<file path="src/rtl/int_isq_slot_mgr_pkg.sv">
// Shared definitions for the 8-entry integer issue queue slot manager.
//   INTISQ_WIDTH / INTISQ_DEPTH : slot id width and entry count
//   INTISQ_PAYLOAD_W / _TAG_W   : widths the stored entry record is built with
//   isq_entry_t                 : one queue entry (valid, age, sources, payload)
package int_isq_slot_mgr_pkg;

    localparam int unsigned INTISQ_WIDTH     = 3;
    localparam int unsigned INTISQ_DEPTH     = 8;
    localparam int unsigned INTISQ_PAYLOAD_W = 64;
    localparam int unsigned INTISQ_TAG_W     = 6;

    typedef logic [INTISQ_WIDTH-1:0] isq_id_t;
    // Ages and counts span 0..INTISQ_DEPTH, so they need one extra bit.
    typedef logic [INTISQ_WIDTH:0]   isq_cnt_t;

    typedef struct packed {
        logic                             valid;
        isq_cnt_t                         age;
        logic [1:0][INTISQ_TAG_W-1:0]     src_tag;
        logic [1:0]                       src_rdy;
        logic [INTISQ_PAYLOAD_W-1:0]      payload;
    } isq_entry_t;

    // True when either wakeup broadcast names the given tag.
    function automatic logic wake_hit(
        input logic [INTISQ_TAG_W-1:0] tag,
        input logic [1:0]              wake_valid,
        input logic [INTISQ_TAG_W-1:0] wake_tag0,
        input logic [INTISQ_TAG_W-1:0] wake_tag1
    );
        return (wake_valid[0] && (wake_tag0 == tag)) || (wake_valid[1] && (wake_tag1 == tag));
    endfunction

endpackage

</file>
<file path="src/rtl/int_isq_free_finder.sv">
// Finds the two lowest-index free slots of the issue queue.
//   i_valid  : per-slot valid bits
//   o_idx0   : lowest free slot,        o_found0 : it exists
//   o_idx1   : second-lowest free slot, o_found1 : it exists
module int_isq_free_finder
    import int_isq_slot_mgr_pkg::*;
(
    input  logic [INTISQ_DEPTH-1:0] i_valid,
    output isq_id_t                 o_idx0,
    output logic                    o_found0,
    output isq_id_t                 o_idx1,
    output logic                    o_found1
);

    isq_id_t w_idx0;
    isq_id_t w_idx1;
    logic    w_found0;
    logic    w_found1;

    always_comb begin
        w_idx0   = '0;
        w_idx1   = '0;
        w_found0 = 1'b0;
        w_found1 = 1'b0;
        for (int i = 0; i < INTISQ_DEPTH; i++) begin
            if (!i_valid[i]) begin
                if (!w_found0) begin
                    w_found0 = 1'b1;
                    w_idx0   = isq_id_t'(i);
                end else if (!w_found1) begin
                    w_found1 = 1'b1;
                    w_idx1   = isq_id_t'(i);
                end
            end
        end
    end

    assign o_idx0   = w_idx0;
    assign o_idx1   = w_idx1;
    assign o_found0 = w_found0;
    assign o_found1 = w_found1;

endmodule

</file>
<file path="src/rtl/int_isq_slot_mgr.sv">
// Storage and bookkeeping for the 8-entry integer issue queue.
//   i_clk, i_reset (async, active-high), i_flush (kill all entries)
//   i_disp_*      : two dispatch lanes (lane 0 older), o_disp_ready handshake
//   i_wake_*      : two wakeup broadcasts of destination tags
//   o_pick_age    : per-entry count of younger valid entries (larger = older)
//   o_pick_valid  : entry valid and both sources ready
//   i_issue_*     : picker grants; o_issue_payload returns the granted payloads
//   o_free_count  : registered number of free slots
module int_isq_slot_mgr
    import int_isq_slot_mgr_pkg::*;
#(
    parameter int unsigned PAYLOAD_W = INTISQ_PAYLOAD_W,
    parameter int unsigned TAG_W     = INTISQ_TAG_W
) (
    input  logic                    i_clk,
    input  logic                    i_reset,
    input  logic                    i_flush,
    input  logic [1:0]              i_disp_valid,
    output logic                    o_disp_ready,
    input  logic [PAYLOAD_W-1:0]    i_disp_payload [2],
    input  logic [TAG_W-1:0]        i_disp_src_tag [2][2],
    input  logic [1:0]              i_disp_src_rdy [2],
    input  logic [1:0]              i_wake_valid,
    input  logic [TAG_W-1:0]        i_wake_tag     [2],
    output isq_cnt_t                o_pick_age     [INTISQ_DEPTH],
    output logic [INTISQ_DEPTH-1:0] o_pick_valid,
    input  logic [1:0]              i_issue_valid,
    input  isq_id_t                 i_issue_id     [2],
    output logic [PAYLOAD_W-1:0]    o_issue_payload[2],
    output isq_cnt_t                o_free_count
);

    // The entry record is a package type, so its widths must match the parameters.
    if (PAYLOAD_W != INTISQ_PAYLOAD_W || TAG_W != INTISQ_TAG_W) begin : g_bad_width
        $error("int_isq_slot_mgr: PAYLOAD_W/TAG_W must match the package entry widths");
    end

    isq_entry_t r_entry [INTISQ_DEPTH];
    isq_cnt_t   r_free_count;

    isq_entry_t               w_entry_d [INTISQ_DEPTH];
    logic [INTISQ_DEPTH-1:0]  w_valid_vec;
    logic [INTISQ_DEPTH-1:0]  w_free_vec;
    isq_cnt_t                 w_older_freed [INTISQ_DEPTH];
    isq_cnt_t                 w_n_alloc;
    isq_cnt_t                 w_n_free;
    logic                     w_disp_ready;
    logic [1:0]               w_accept;
    logic [1:0]               w_lane_ok;
    isq_id_t                  w_lane_slot [2];
    isq_cnt_t                 w_lane_age  [2];
    logic [1:0]               w_lane_rdy  [2];
    isq_id_t                  w_idx0;
    isq_id_t                  w_idx1;
    logic                     w_found0;
    logic                     w_found1;

    always_comb begin
        for (int i = 0; i < INTISQ_DEPTH; i++) begin
            w_valid_vec[i] = r_entry[i].valid;
        end
    end

    // Allocation only looks at registered valid bits: slots freed this cycle stay
    // unavailable until the next one.
    int_isq_free_finder u_free_finder (
        .i_valid  (w_valid_vec),
        .o_idx0   (w_idx0),
        .o_found0 (w_found0),
        .o_idx1   (w_idx1),
        .o_found1 (w_found1)
    );

    assign w_disp_ready = (r_free_count >= isq_cnt_t'(2));
    assign w_accept     = i_disp_valid & {2{w_disp_ready}};
    assign w_n_alloc    = isq_cnt_t'(w_accept[0]) + isq_cnt_t'(w_accept[1]);

    // Lane 1 takes the lowest free slot when lane 0 is not accepted. The older
    // lane gets age 1 only when both lanes land together.
    always_comb begin
        w_lane_slot[0] = w_idx0;
        w_lane_slot[1] = w_accept[0] ? w_idx1 : w_idx0;
        w_lane_ok[0]   = w_accept[0] && w_found0;
        w_lane_ok[1]   = w_accept[1] && (w_accept[0] ? w_found1 : w_found0);
        w_lane_age[0]  = w_accept[1] ? isq_cnt_t'(1) : isq_cnt_t'(0);
        w_lane_age[1]  = isq_cnt_t'(0);
        for (int k = 0; k < 2; k++) begin
            for (int s = 0; s < 2; s++) begin
                w_lane_rdy[k][s] = i_disp_src_rdy[k][s] ||
                    wake_hit(i_disp_src_tag[k][s], i_wake_valid, i_wake_tag[0], i_wake_tag[1]);
            end
        end
    end

    // A grant frees a slot only if the slot holds a live entry; a doubled grant on
    // the same slot collapses into one bit here, so it is freed once.
    always_comb begin
        w_n_free = '0;
        for (int i = 0; i < INTISQ_DEPTH; i++) begin
            w_free_vec[i] = r_entry[i].valid &&
                ((i_issue_valid[0] && (i_issue_id[0] == isq_id_t'(i))) ||
                 (i_issue_valid[1] && (i_issue_id[1] == isq_id_t'(i))));
            w_n_free = w_n_free + isq_cnt_t'(w_free_vec[i]);
        end
    end

    // Each survivor loses one age step per freed entry younger than itself.
    always_comb begin
        for (int i = 0; i < INTISQ_DEPTH; i++) begin
            w_older_freed[i] = '0;
            for (int j = 0; j < INTISQ_DEPTH; j++) begin
                if (w_free_vec[j] && (r_entry[j].age < r_entry[i].age)) begin
                    w_older_freed[i] = w_older_freed[i] + isq_cnt_t'(1);
                end
            end
        end
    end

    always_comb begin
        for (int i = 0; i < INTISQ_DEPTH; i++) begin
            w_entry_d[i] = r_entry[i];
            if (r_entry[i].valid) begin
                if (w_free_vec[i]) begin
                    w_entry_d[i].valid   = 1'b0;
                    w_entry_d[i].age     = '0;
                    w_entry_d[i].src_rdy = '0;
                end else begin
                    w_entry_d[i].age = r_entry[i].age + w_n_alloc - w_older_freed[i];
                    for (int s = 0; s < 2; s++) begin
                        if (wake_hit(r_entry[i].src_tag[s], i_wake_valid,
                                     i_wake_tag[0], i_wake_tag[1])) begin
                            w_entry_d[i].src_rdy[s] = 1'b1;
                        end
                    end
                end
            end
            for (int k = 0; k < 2; k++) begin
                if (w_lane_ok[k] && (w_lane_slot[k] == isq_id_t'(i))) begin
                    w_entry_d[i].valid      = 1'b1;
                    w_entry_d[i].age        = w_lane_age[k];
                    w_entry_d[i].src_tag[0] = i_disp_src_tag[k][0];
                    w_entry_d[i].src_tag[1] = i_disp_src_tag[k][1];
                    w_entry_d[i].src_rdy    = w_lane_rdy[k];
                    w_entry_d[i].payload    = i_disp_payload[k];
                end
            end
        end
    end

    always_ff @(posedge i_clk or posedge i_reset) begin
        if (i_reset) begin
            r_entry      <= '{default: '0};
            r_free_count <= isq_cnt_t'(INTISQ_DEPTH);
        end else if (i_flush) begin
            r_entry      <= '{default: '0};
            r_free_count <= isq_cnt_t'(INTISQ_DEPTH);
        end else begin
            r_entry      <= w_entry_d;
            r_free_count <= r_free_count - w_n_alloc + w_n_free;
        end
    end

    always_comb begin
        for (int i = 0; i < INTISQ_DEPTH; i++) begin
            o_pick_valid[i] = r_entry[i].valid && (&r_entry[i].src_rdy);
            o_pick_age[i]   = r_entry[i].age;
        end
    end

    assign o_issue_payload[0] = r_entry[i_issue_id[0]].payload;
    assign o_issue_payload[1] = r_entry[i_issue_id[1]].payload;
    assign o_disp_ready       = w_disp_ready;
    assign o_free_count       = r_free_count;

`ifndef SYNTHESIS
    always @(posedge i_clk) begin
        if (!i_reset && !i_flush) begin
            for (int k = 0; k < 2; k++) begin
                if (i_issue_valid[k]) begin
                    assert (r_entry[i_issue_id[k]].valid)
                    else $error("int_isq_slot_mgr: grant %0d to empty slot %0d", k, i_issue_id[k]);
                end
            end
            assert (!(&i_issue_valid && (i_issue_id[0] == i_issue_id[1])))
            else $error("int_isq_slot_mgr: both grants name slot %0d", i_issue_id[0]);
        end
    end
`endif

endmodule
</file>
<file path="config.mk">
export PLATFORM = sky130hd
export DESIGN_NAME = int_isq_slot_mgr
export DESIGN_NICKNAME = d
export VERILOG_FILES = /design/src/rtl/int_isq_slot_mgr_pkg.sv /design/src/rtl/int_isq_free_finder.sv /design/src/rtl/int_isq_slot_mgr.sv
export SDC_FILE = /design/constraint.sdc
export NUM_CORES = 2
export LEC_CHECK = 0
export CAP_MARGIN = 25
export CELL_PAD_IN_SITES_DETAIL_PLACEMENT = 0
export CELL_PAD_IN_SITES_GLOBAL_PLACEMENT = 1
export CORE_ASPECT_RATIO = 1.5
export CORE_MARGIN = 2
export CORE_UTILIZATION = 40
export DETAILED_ROUTE_END_ITERATION = 16
export GPL_ROUTABILITY_DRIVEN = 0
export PLACE_DENSITY_LB_ADDON = 0.1
export SLEW_MARGIN = 15
export SYNTH_ARGS = -nofsm -noshare
export SYNTH_HDL_FRONTEND = slang
export SYNTH_HIERARCHICAL = 1
export SYNTH_SLANG_ARGS = --single-unit
</file>
<file path="constraint.sdc">
create_clock -name i_clk -period 29.3 [get_ports i_clk]
set_input_delay 5.86 -clock i_clk [delete_from_list [all_inputs] [get_ports i_clk]]
set_output_delay 5.86 -clock i_clk [all_outputs]
set_load 0.03 [all_outputs]
</file>
==> flow_summary.toml <==
[drt]
drc = 0
route.vias.total = 40600
first_iter_violations = 2877
drt-wirelength-per-cell_um = 27.8
first_pass_iters = 6
drtAntennaViolNets = 0
vias_per_cell = 6.05
drt-total-wl_um = 187000

[synth]
ys_async_sr_fraction_pct = 100
synthTopCellsByArea = "dfrtp_1 (33%), mux2i_1 (12%), mux4_2 (11%)"
ys_seq_elements = 668
ys_seq_area_share_pct = 32.6
postSynthCellCount = 5001
yosys.area.top_type = "dfrtp_1"
synth_edf_count = 0
ys.flop_type = "dfrtp_1"
yosys_warnings = 6
syn_area_um2 = 51300
synth.avg_cell_area_um2 = 10.2
synth_top_cell_area_share_pct = 32.6
ys_types = 88
synthesis.nets = 5424

[critical_path]
crit_chain = "buf_8, buf_4, mux4_2, mux2_2, clkdlybuf4s50_1"
worstPathArrival_ns = 8.75
crit_type = "primary input to output port"
critPathLaunchType = "primary input"
rr_worst_depth = 27
required_ns = 23.44
slowest_stage = "buf_4"
endpoint_kind = "output port"
path_max_fanout = 50
max_stage_delay_ns = 0.82

[floorplanning]
core_um2 = 127000
start_util_pct = 40.4
dieHeight_um = 442
die_area_um2 = 131000
rows = 160
io_pins = 356
die_w_um = 296

[min_path]
min_path_type = "register to register"
hold_path_depth = 1

[timing]
tns_ns = 0
drv_slew = 0
period_share_pct = 49.9
final_hold_viol_count = 0
finalWorstSetupSlack_ns = 14.69
finalClockSkew_ns = 0.0181
finalSetupViolations = 0
min_period_ns = 14.61
fmax_ghz = 0.0684
slew_headroom_pct = 25.3
rsz0062_at_grt = "false"
tightest_slew_ns = 1.12

[final_layout]
fill_cells = 12000
mostFrequentLayoutCells = "nor2_1 (685), dfrtp_1 (667), a211oi_1 (631)"
finalNetCount = 5361
drive_gt1_share_pct = 13.5
multi_input_area_um2 = 31700
area_growth_syn_to_layout_pct = 13.6
regArea_um2 = 16700
final_util_pct = 45.9
final_common_cell = "nor2_1"

[cts]
cts-root-buf = "clkbuf_16"
post_cts_buffers = 0
numCtsBuffers = 79
h-tree-depth = 3
cts_tree = "built"
clkSlewWorstSetupHoldPaths_ns = 0.06
clock_path_buffers = 3
ctsResizeCount = 0
holdBufCountCts = 0
cts_sinks = 668
clk_latency_ns = 0.68

[power]
p_seq_share_pct = 34.9
p_leak_nw = 23.4
comb_power_share_pct = 34.0
ir_drop_v = 0.0000554
switching_share_pct = 36.1
p_clk_share_pct = 31.1
power_switching_w = 0.00124
power.density_nw_per_um2 = 59.2
internal_power_w = 0.00220

[placed_design]
pre_cts_ws_ns = 14.65
dp_hpwl_um = 117000
portBuffers = 355

[grt]
grt_max_degree = 178
track_usage_pct = 28.3
grt_pass1_vias = 41300
antenna_found_initial = 29
grt_pass1_wl_um = 280000
grt_overflow_total = 0

[status]
status = "completed"

[run]
cap_violations = 0
==> through the flow <==
step	total power [W]	area (µm²)	hold slack, ns	cells
after floorplan	0.00200	51300	0.525	5001
after global placement	0.00237	55300	0.582	6552
after detailed placement	0.00238	55300	0.573	6554
after CTS	0.00347	58100	0.586	6699
after global routing	0.00362	58200	0.629	6711
final	0.00344	58200	0.582	6714
==> synthesized netlist by cell type (all sizes together), types with 10 or more instances <==
cell / number
o21ai: 41
a22o: 23
nor2: 690
mux2i: 624
clkbuf: 460
or4: 18
buf: 132
a211oi: 632
and3: 20
mux4: 256
inv: 120
o211ai: 18
ha: 218
nand3: 41
o41ai: 10
nand4: 76
xnor2: 214
xor2: 145
nor2b: 18
a21oi: 97
fa: 22
or2: 10
mux2: 142
nand2b: 24
dfrtp: 667
o21a: 13
nor3: 32
and2: 10
nand2: 83
a21o: 19
nor4: 24
==> power by group through the flow <==
stage / Combinational [W] / Sequential, W / Clock (W)
after detailed placement: 0.00117 / 0.00121 / 0
final: 0.00117 / 0.00120 / 0.00107
after floorplan: 0.000839 / 0.00116 / 0
after global routing: 0.00127 / 0.00122 / 0.00113
after CTS: 0.00118 / 0.00120 / 0.00110
after global placement: 0.00116 / 0.00121 / 0
==> per-layer routing <==
metal / vias up / wire length, µm / GRT usage [%]
li1: 18300 / - / -
met1: 20800 / 76200 / 35.9
met2: 1144 / 95200 / 49.0
met3: 273 / 10700 / 5.12
met4: 34 / 4330 / 7.78
met5: - / 230 / 0
==> sequential cells by signal, indices dropped and copies added (netlist names) <==
signal        cells
o_pick_age       32
r_entry         632
o_free_count      4
==> worst max-delay path: cells and delay by family <==
| family | cells | cell delay (ns) |
|---|---|---|
| buffers and inverters | 3 | 1.88 |
| multiplexers | 2 | 0.86 |
==> path summary, 6_finish.rpt <==
check	startpoint	endpoint	slack (ns)
hold reg to reg	o_pick_age[2]	o_pick_age[2]	0.58
setup / recovery	i_issue_id[0]	o_issue_payload[22]	14.69
max in group asynchronous	i_reset	r_entry[542]	21.20
hold / removal	o_pick_age[2]	o_pick_age[2]	0.58
setup reg to reg	o_pick_age[5]	o_pick_age[7]	22.35
min in group asynchronous	i_reset	r_entry[319]	5.79
==> kinds of logic (layout without fill, tap and decap cells) <==
group	after synthesis	after routing	share of synthesized area, %
AND/OR/NAND/NOR	1086	1086	9.61
multiplexers	1022	1022	26.6
AO/OA/AOI/OAI	911	911	12.9
buffers and inverters	712	713	5.72
flip-flops	668	668	32.6
XOR/XNOR	362	362	6.44
adder cells (fa/ha/maj)	240	240	6.18
other	0	11	0
==> layout make-up <==
type | count | share of cell area (%)
Timing Repair Buffer | 448 | 7.57
Sequential cell | 668 | 28.7
Clock buffer | 122 | 4.06
Inverter | 120 | 0.791
Clock inverter | 23 | 0.645
Multi-Input combinational cell | 3621 | 54.5
Tap cell | 1701 | 3.66
Antenna cell | 11 | 0.0473
No activity file was read; power rests on OpenSTA's default activity.
